==> src/rtl/lattice_pkg.sv <==
// Shared lattice constants: frame geometry, D2Q9 direction lane indices and packer FSM encoding.
package lattice_pkg;
  localparam int DATA_WIDTH    = 16;
  localparam int NUM_DIR       = 9;
  localparam int DEPTH         = 2500;
  localparam int ADDRESS_WIDTH = 12;

  // Lane index of each direction inside the packed pixel, lane i at [i*DATA_WIDTH +: DATA_WIDTH]
  localparam int DIR_N    = 0;
  localparam int DIR_NULL = 1;
  localparam int DIR_NE   = 2;
  localparam int DIR_E    = 3;
  localparam int DIR_SE   = 4;
  localparam int DIR_S    = 5;
  localparam int DIR_SW   = 6;
  localparam int DIR_W    = 7;
  localparam int DIR_NW   = 8;

  localparam logic [1:0] ST_IDLE  = 2'd0;
  localparam logic [1:0] ST_READ  = 2'd1;
  localparam logic [1:0] ST_DRAIN = 2'd2;
endpackage

==> src/rtl/axis_sync_fifo.sv <==
// Single-clock FIFO with registered occupancy count and a combinational head word.
module axis_sync_fifo #(
  parameter int WIDTH = 8,
  parameter int DEPTH = 4
) (
  input  logic                       aclk,
  input  logic                       aresetn,
  input  logic                       push,
  input  logic [WIDTH-1:0]           din,
  input  logic                       pop,
  output logic [WIDTH-1:0]           dout,
  output logic [$clog2(DEPTH):0]     count,
  output logic                       empty
);
  localparam int AW = $clog2(DEPTH);
  localparam int CW = AW + 1;

  logic [WIDTH-1:0] mem [DEPTH];
  logic [AW-1:0]    wptr, rptr;
  logic             do_pop;

  assign empty  = (count == '0);
  assign do_pop = pop && !empty;
  assign dout   = mem[rptr];

  always_ff @(posedge aclk or negedge aresetn) begin
    if (!aresetn) begin
      wptr  <= '0;
      rptr  <= '0;
      count <= '0;
    end else begin
      if (push)   wptr <= wptr + AW'(1);
      if (do_pop) rptr <= rptr + AW'(1);
      case ({push, do_pop})
        2'b10:   count <= count + CW'(1);
        2'b01:   count <= count - CW'(1);
        default: ;
      endcase
    end
  end

  // Storage needs no reset: the head is only looked at while count is non-zero
  always_ff @(posedge aclk) begin
    if (push) mem[wptr] <= din;
  end

`ifndef SYNTHESIS
  always_ff @(posedge aclk) begin
    if (aresetn && push && !do_pop) assert (count != CW'(DEPTH));
  end
`endif
endmodule

==> src/rtl/lattice_axis_packer.sv <==
// Streams one D2Q9 lattice frame from nine direction BRAMs onto a 144-bit AXI-Stream master.
// Define LATTICE_PACKER_SOF_TUSER_EN to add m00_axis_tuser[0] marking pixel 0 of each frame.
module lattice_axis_packer
  import lattice_pkg::*;
#(
  parameter int DATA_WIDTH    = lattice_pkg::DATA_WIDTH,
  parameter int NUM_DIR       = lattice_pkg::NUM_DIR,
  parameter int DEPTH         = lattice_pkg::DEPTH,
  parameter int ADDRESS_WIDTH = lattice_pkg::ADDRESS_WIDTH,
  parameter int FIFO_DEPTH    = 4
) (
  input  logic                          m00_axis_aclk,
  input  logic                          m00_axis_aresetn,
  input  logic                          start,
  output logic                          busy,
  output logic                          done,
  output logic                          rd_en,
  output logic [ADDRESS_WIDTH-1:0]      rd_addr,
  input  logic [DATA_WIDTH-1:0]         rd_n,
  input  logic [DATA_WIDTH-1:0]         rd_null,
  input  logic [DATA_WIDTH-1:0]         rd_ne,
  input  logic [DATA_WIDTH-1:0]         rd_e,
  input  logic [DATA_WIDTH-1:0]         rd_se,
  input  logic [DATA_WIDTH-1:0]         rd_s,
  input  logic [DATA_WIDTH-1:0]         rd_sw,
  input  logic [DATA_WIDTH-1:0]         rd_w,
  input  logic [DATA_WIDTH-1:0]         rd_nw,
  output logic                          m00_axis_tvalid,
  output logic [NUM_DIR*DATA_WIDTH-1:0] m00_axis_tdata,
  output logic [NUM_DIR*DATA_WIDTH/8-1:0] m00_axis_tstrb,
  output logic                          m00_axis_tlast,
`ifdef LATTICE_PACKER_SOF_TUSER_EN
  output logic [0:0]                    m00_axis_tuser,
`endif
  input  logic                          m00_axis_tready
);
  localparam int TW = NUM_DIR * DATA_WIDTH;
`ifdef LATTICE_PACKER_SOF_TUSER_EN
  localparam int FW = TW + 2;
`else
  localparam int FW = TW + 1;
`endif
  localparam int CW = $clog2(FIFO_DEPTH) + 1;

  logic [1:0]                         state;
  logic [1:0]                         vld_pipe;
  logic                               last_q;
  logic [NUM_DIR-1:0][DATA_WIDTH-1:0] lanes;
  logic [FW-1:0]                      fifo_din, fifo_dout;
  logic [CW-1:0]                      fifo_count;
  logic                               fifo_empty;
  logic                               pop, head_last, issue_last;

  assign lanes[DIR_N]    = rd_n;
  assign lanes[DIR_NULL] = rd_null;
  assign lanes[DIR_NE]   = rd_ne;
  assign lanes[DIR_E]    = rd_e;
  assign lanes[DIR_SE]   = rd_se;
  assign lanes[DIR_S]    = rd_s;
  assign lanes[DIR_SW]   = rd_sw;
  assign lanes[DIR_W]    = rd_w;
  assign lanes[DIR_NW]   = rd_nw;

  // Occupancy plus the read still in the BRAM pipe bounds what may be outstanding
  assign rd_en       = (state == ST_READ) &&
                       (({1'b0, fifo_count} + {{CW{1'b0}}, vld_pipe[1]}) < (CW+1)'(FIFO_DEPTH));
  assign vld_pipe[0] = rd_en;
  assign issue_last  = (rd_addr == ADDRESS_WIDTH'(DEPTH - 1));
  assign busy        = (state != ST_IDLE);

  assign m00_axis_tvalid = !fifo_empty;
  assign pop             = m00_axis_tvalid && m00_axis_tready;
  assign head_last       = fifo_dout[TW];
  assign m00_axis_tdata  = m00_axis_tvalid ? fifo_dout[TW-1:0] : '0;
  assign m00_axis_tlast  = m00_axis_tvalid && head_last;
  assign m00_axis_tstrb  = {(TW/8){m00_axis_tvalid}};

`ifdef LATTICE_PACKER_SOF_TUSER_EN
  logic sof_q;
  assign fifo_din          = {sof_q, last_q, lanes};
  assign m00_axis_tuser[0] = m00_axis_tvalid && fifo_dout[TW+1];

  always_ff @(posedge m00_axis_aclk or negedge m00_axis_aresetn) begin
    if (!m00_axis_aresetn) sof_q <= 1'b0;
    else                   sof_q <= (rd_addr == '0);
  end
`else
  assign fifo_din = {last_q, lanes};
`endif

  always_ff @(posedge m00_axis_aclk or negedge m00_axis_aresetn) begin
    if (!m00_axis_aresetn) begin
      state       <= ST_IDLE;
      rd_addr     <= '0;
      vld_pipe[1] <= 1'b0;
      last_q      <= 1'b0;
      done        <= 1'b0;
    end else begin
      vld_pipe[1] <= vld_pipe[0];
      last_q      <= issue_last;
      done        <= pop && head_last;
      case (state)
        ST_IDLE: if (start) begin
          state   <= ST_READ;
          rd_addr <= '0;
        end
        ST_READ: if (rd_en) begin
          if (issue_last) state <= ST_DRAIN;
          else            rd_addr <= rd_addr + ADDRESS_WIDTH'(1);
        end
        ST_DRAIN: if (pop && head_last) state <= ST_IDLE;
        default: state <= ST_IDLE;
      endcase
    end
  end

  axis_sync_fifo #(.WIDTH(FW), .DEPTH(FIFO_DEPTH)) u_fifo (
    .aclk    (m00_axis_aclk),
    .aresetn (m00_axis_aresetn),
    .push    (vld_pipe[1]),
    .din     (fifo_din),
    .pop     (pop),
    .dout    (fifo_dout),
    .count   (fifo_count),
    .empty   (fifo_empty)
  );
endmodule

==> config.mk <==
export PLATFORM = sky130hd
export DESIGN_NAME = lattice_axis_packer
export DESIGN_NICKNAME = d
export VERILOG_FILES = /design/src/rtl/lattice_pkg.sv /design/src/rtl/axis_sync_fifo.sv /design/src/rtl/lattice_axis_packer.sv
export SDC_FILE = /design/constraint.sdc
export NUM_CORES = 1
export LEC_CHECK = 0
export CORE_MARGIN = 2
export CORE_UTILIZATION = 49
export DETAILED_ROUTE_END_ITERATION = 6
export PLACE_DENSITY_LB_ADDON = 0.1
export SLEW_MARGIN = 20
export SYNTH_ARGS = -nofsm -noshare
export SYNTH_HDL_FRONTEND = slang
export SYNTH_SLANG_ARGS = --single-unit
==> constraint.sdc <==
create_clock -name m00_axis_aclk -period 4.4 [get_ports m00_axis_aclk]
set_clock_uncertainty 0.1 [all_clocks]
set_input_delay 1.1 -clock m00_axis_aclk [delete_from_list [all_inputs] [get_ports m00_axis_aclk]]
set_output_delay 1.1 -clock m00_axis_aclk [all_outputs]
set_load 0.01 [all_outputs]
==> out/results.tsv <==
metric	value	unit
rows	79	
postSynthCellCount	1075	
slew_headroom	40.3	%
fmax	244	MHz
period_share	93.0	%
hpwlAfterDp	28.1	mm
internal_power	14.7	mW
synth_seq_cells	604	
finalHoldViolCount	0	
vdd_drop_max	0.000422	V
clock_sinks	604	
synth_fp_nets	1230	
coreArea	46800	um^2
portBuffers	326	
maxSlewViolCount	0	
start_util	49.9	%
drtIter0Drc	752	
routed_wl	47.9	mm
syn_avg_cell_area	21.7	um^2
cts_resized	0	
grt_util_all_layers	19.6	%
clockPowerShare	24.8	%
p_leak	9.63	nW
first_pass_iters	5	
r2r_cells	8	
h-tree-depth	2	
yosysSeqAreaShare	77.3	%
power_switching	5.99	mW
clk_latency	0.61	ns
grt_max_degree	89	
reg2reg_to	u_fifo.count[2]	
rsz0062_at_grt	no	
layout.cells.non_filler	2080	
syn-cell-area	23300	um^2
synth_area_leaders	edfxtp_1, mux4_2, and2_1, dfrtp_1, buf_4	
synth_flop_cell	edfxtp_1	
dp_cells	1959	
cts_tree	yes	
grt_first_pass_wirelength	72.8	mm
min_from	last_q	
async_flop_share	3.97	%
startpoint_type	register	
drc	0	
worstPathArrival	2.89	ns
cts_buffers	60	
crit_required	3.20	ns
synth_edf_count	580	
drtAntennaViolNets	0	
synth_most_common_cell	edfxtp_1	
hold_depth	0	
cts.path.max_buffers	3	
maxCapViolCount	0	
fin_nets	1570	
grt_antenna_before_repair	13	
synth_area_leader_cell	edfxtp_1	
grt_pass1_vias	12001	
synth_top_cells_by_count	edfxtp_1, and2_1, mux4_2	
holdWs	0.419	ns
p_sw_share	28.9	%
power.total	20.7	mW
period_needed	4.09	ns
clockRootBuffer	clkbuf_16	
vias	11314	
rr_startpoint	u_fifo.count[0]	
setup_tns	0	ns
synthToLayoutAreaGrowth	26.0	%
setup_viol	0	
wl_per_cell	23.0	um
die_h	222	um
cellPowerDensity	705	nW/um^2
power_frac_seq	38.0	%
holdCritPathClass	register to register	
grt.overflow.total	0	
dieArea	49300	um^2
ys_types	47	
worst_pin_slew	0.896	ns
place.gp.congestion	0.796	
synth_top_area_share	74.7	%
pin_count	327	
end_kind	output port	
layout-drive-gt1-share	18.7	%
avgViaCountPerCell	5.44	
pwr-share-comb	37.2	%
die_w	222	um
status	finished, final reports clean	
path_class	register to output port	
ys_warn_count	0	
crit_fanout	33	
rrSetupSlack	1.92	ns
whs_endpoint	u_fifo.mem[1][144]	
path_clk_slew	0.06	ns
==> sequential cells by signal, indices dropped and copies added, names as in the netlist <==
signal and cells:
u_fifo.count 3, last_q 1, u_fifo.mem 580, u_fifo.wptr 2, done 1, state 2
vld_pipe 1, u_fifo.rptr 2, rd_addr 12
==> logic make-up after synthesis <==
group / after synthesis / share of synthesized area, %
AOI/OAI and AO/OA: 25 / 0.875
DFF: 604 / 77.3
and+or+nand+nor: 201 / 5.26
buffers and inverters: 83 / 1.75
muxes: 149 / 14.2
xor gates and xnor gates: 6 / 0.225
adders and majority gates: 7 / 0.408
==> through the flow <==
step	setup slack [ns]	instance area (um^2)	util (%)
after floorplan	1.46	23300	-
after global placement	0.754	27300	58.5
after detailed placement	0.746	27300	58.5
after CTS	0.0769	29300	62.8
after global routing	0.179	29400	62.8
final	0.307	29400	62.8
==> worst max-delay path by stage <==
stage                     cells after the start  slack (ns)      startpoint             endpoint
after detailed placement                      4        0.75  u_fifo.rptr[0]       m00_axis_tlast
final                                         4        0.31  u_fifo.rptr[1]  m00_axis_tdata[127]
after floorplan                               3        1.46  u_fifo.wptr[0]     u_fifo.mem[2][0]
after global routing                          4        0.18  u_fifo.rptr[0]  m00_axis_tdata[103]
after CTS                                     4        0.08  u_fifo.rptr[0]       m00_axis_tlast
after global placement                        4        0.75  u_fifo.rptr[0]  m00_axis_tdata[103]
==> final cells by class <==
cell class | instances | area, um^2
sequential | 604 | 18000
antenna | 6 | 15.0
clock buffer | 71 | 1580
fill | 3297 | 17400
multi-input combinational | 388 | 4900
clock inverter | 43 | 414
inverter | 10 | 37.5
timing repair buffer | 351 | 3650
tap | 607 | 759
==> what timing repair did <==
action                                  4_1_cts  5_1_grt
hold buffers                                  0        0
buffers inserted                              0        1
endpoints found under the setup margin        0        1
==> power by group through the flow <==
stage	registers, mW	clock network (mW)	logic, mW
after global placement	7.99	0	7.80
after global routing	7.97	5.47	8.27
after floorplan	7.81	0	4.24
final	7.87	5.13	7.70
after CTS	7.91	5.24	7.84
after detailed placement	8.03	0	7.81
==> layout by cell type (no fill, tap or decap), types with 4 or more instances in the layout <==
cell type	netlist	final
nand3_1	4	4
diode_2	0	6
buf_4	18	10
xor2_1	4	4
mux4_2	145	145
clkbuf_16	0	61
dfrtp_1	24	22
bufinv_16	0	8
a31oi_1	7	7
nand2_1	13	13
inv_1	10	10
buf_12	0	14
clkinv_2	0	11
clkdlybuf4s50_1	0	326
ha_1	6	6
clkbuf_1	34	8
nor2_1	6	6
and2_1	150	146
o21ai_0	5	5
and2_4	0	4
and3_1	5	5
clkinv_1	0	18
edfxtp_1	580	580
==> critical path, cell delays in order, from the launching register on <==
cell and delay (ns):
dfrtp_4 0.83, buf_4 0.38, mux4_2 0.33, and2_1 0.17, clkdlybuf4s50_1 0.56
==> routing by layer <==
metal  vias up  part of all wire, %  track usage, %
met2       293                   48            31.1
met1      5878                   41            25.8
met5         -                 0.18               0
met4        14                  2.2            5.58
met3        83                  7.8            6.79
li1       5046                    -               -
(Power assumes the default switching activity.)
==> RTL edit: new RTL, config.mk and constraints unchanged <==
Change the package constant `DATA_WIDTH` from 16 to 14.
--- a/src/rtl/lattice_pkg.sv
+++ b/src/rtl/lattice_pkg.sv
@@ -2,3 +2,3 @@
 package lattice_pkg;
-  localparam int DATA_WIDTH    = 16;
+  localparam int DATA_WIDTH    = 14;
   localparam int NUM_DIR       = 9;
Interface: changed (11 resized); port bits go from 327 to 288. The function was not compared with the original's and may differ.
==> RTL edit against the original RTL <==
Total power decreased by 14%. Final area down 12%. Synthesized cell count decreased by 11%. Largest cell class unchanged. Sequential power shrank 11%. Register-to-register slack lost 0.26 ns. Area after synthesis is 12% lower. Setup slack lost 0.060 ns. Sequential cell count down 72. Wire length down 15%. Global-route usage shrank 0.41 points. Critical endpoint is now m00_axis_tdata[49]. Maximum frequency down 1.4%. First-iteration DRC count fell by 30%.
==> RTL edit: results (changes against the original RTL) <==
[final_layout]
reg.largest.list=u_fifo.mem: 508 flops, rd_addr: 12 flops, u_fifo.count: 3 flops
drive_above_1_share_pct=18.3  ; -0.45 points
nFillCells=2985  ; -9.5%
nNetsFinal=1404  ; -11%

[logic_synthesis]
synth.area.top_cells=edfxtp_1 (74%), mux4_2 (14%), and2_1 (4.0%)
synth_edf_count=508  ; -12%
syn_nets=1095  ; -11%
seq_area_frac_synth_pct=77.0  ; -0.27 points
async_flop_share_pct=4.51  ; +0.54 points
ys_types=49  ; +4.3%
yosys-top-cells-count=edfxtp_1 (508), and2_1 (132), mux4_2 (127)
syn_avg_cell_area_um2=21.5  ; -0.91%

[critical_path]
endpoint=m00_axis_tdata[49]
worstPathArrival_ns=2.95  ; +0.06 ns
rr_worst_depth=9  ; +1
r2r_slack_ns=1.66  ; -0.26 ns
crit_fanout=29  ; -12%
r2r_start=u_fifo.count[0]

[grt]
grt_start_max_net_pins=71  ; -20%
grt_pass1_vias=10600  ; -12%
antenna_found_initial=6  ; -7
grt_usage_pct=19.1  ; -0.41 points

[timing]
fmax_mhz=241  ; -1.4%
worstMarginPinSlew_ns=0.754  ; -0.142 ns

[place]
io_buffers=287  ; -12%
gp_congestion=0.763  ; -4.1%
pre_cts_ws_ns=0.773  ; +0.0262 ns

[drt]
wl_per_cell_um=22.2  ; -3.7%
vias=10000  ; -11%
drtIter0Drc=526  ; -30%

[power_and_ir_drop]
p_switching_w=0.00517  ; -14%
p_leak_nw=8.45  ; -12%

[clock_network]
numCtsBuffers=53  ; -12%
insertion_delay_ns=0.59  ; -0.02 ns

[outcome]
status=finished clean

[worst_hold_path]
hold_class=flop to flop

-- RTL edit: cell count changes after synthesis, moves of 2 or more --
cell / before / now
mux2_2: 3 / 1
edfxtp_1: 580 / 508
buf_1: 3 / 10
mux4_2: 145 / 127
and2_1: 150 / 132
buf_4: 18 / 16
clkbuf_1: 34 / 22
buf_2: 17 / 13
mux2_1: 0 / 2
-- RTL edit: cell families after synthesis --
group,Yosys count,synth area share (%)
AOI/OAI and AO/OA,24,0.942
xor gates and xnor gates,6,0.255
adders and majority gates,7,0.462
buffers and inverters,74,1.79
DFF,532,77.0
muxes,131,14.1
and+or+nand+nor,184,5.43
-- RTL edit: worst max-delay path, stage by stage, from the launching register on --
cell and delay [ns]:
dfrtp_4 0.81, buf_12 0.33, mux4_2 0.54, and2_1 0.18
clkdlybuf4s50_1 0.47
-- RTL edit: how the worst min path moves through the flow --
stage	end	slack (ns)	cells after the start
2_1_floorplan	u_fifo.mem[0][126]	0.35	0
3_3_place_gp	u_fifo.mem[3][126]	0.39	0
3_5_place_dp	u_fifo.mem[3][126]	0.40	0
4_1_cts	u_fifo.mem[2][126]	0.42	0
5_1_grt	u_fifo.mem[2][126]	0.45	0
6_report	u_fifo.mem[0][126]	0.42	0
-- RTL edit: per-layer routing --
| layer | GRT usage [%] | wire, um |
|---|---|---|
| met4 | 7.27 | 1220 |
| met5 | 0 | 36 |
| met2 | 30.1 | 19500 |
| met1 | 25.8 | 17200 |
| met3 | 5.31 | 2790 |
-- RTL edit: power groups by stage --
| stage | combinational (W) | sequential [W] | clock, W |
|---|---|---|---|
| 4_1_cts | 0.00693 | 0.00701 | 0.00418 |
| 6_report | 0.00676 | 0.00699 | 0.00406 |
| 5_1_grt | 0.00727 | 0.00708 | 0.00435 |
| 2_1_floorplan | 0.00375 | 0.00696 | 0 |
| 3_5_place_dp | 0.00689 | 0.00711 | 0 |
| 3_3_place_gp | 0.00690 | 0.00706 | 0 |
-- RTL edit: per-stage QoR --
stage	area, um^2	total power (W)	std cells	utilization, %	hold slack, ns
final	25800	0.0178	1842	61.8	0.419
after global placement	24200	0.0140	1751	58.1	0.393
after floorplan	20600	0.0107	958	-	0.355
after detailed placement	24200	0.0140	1751	58.1	0.399
after global routing	25800	0.0187	1841	61.8	0.452
after CTS	25800	0.0181	1840	61.8	0.424
-- RTL edit: cell type report --
cell class | instances | share of cell area (%)
Antenna cell | 2 | 0.0194
Sequential cell | 532 | 61.6
Tap cell | 539 | 2.62
Clock inverter | 24 | 0.525
Inverter | 11 | 0.160
Timing Repair Buffer | 317 | 12.6
Clock buffer | 65 | 5.49
Multi-Input combinational cell | 352 | 17.0
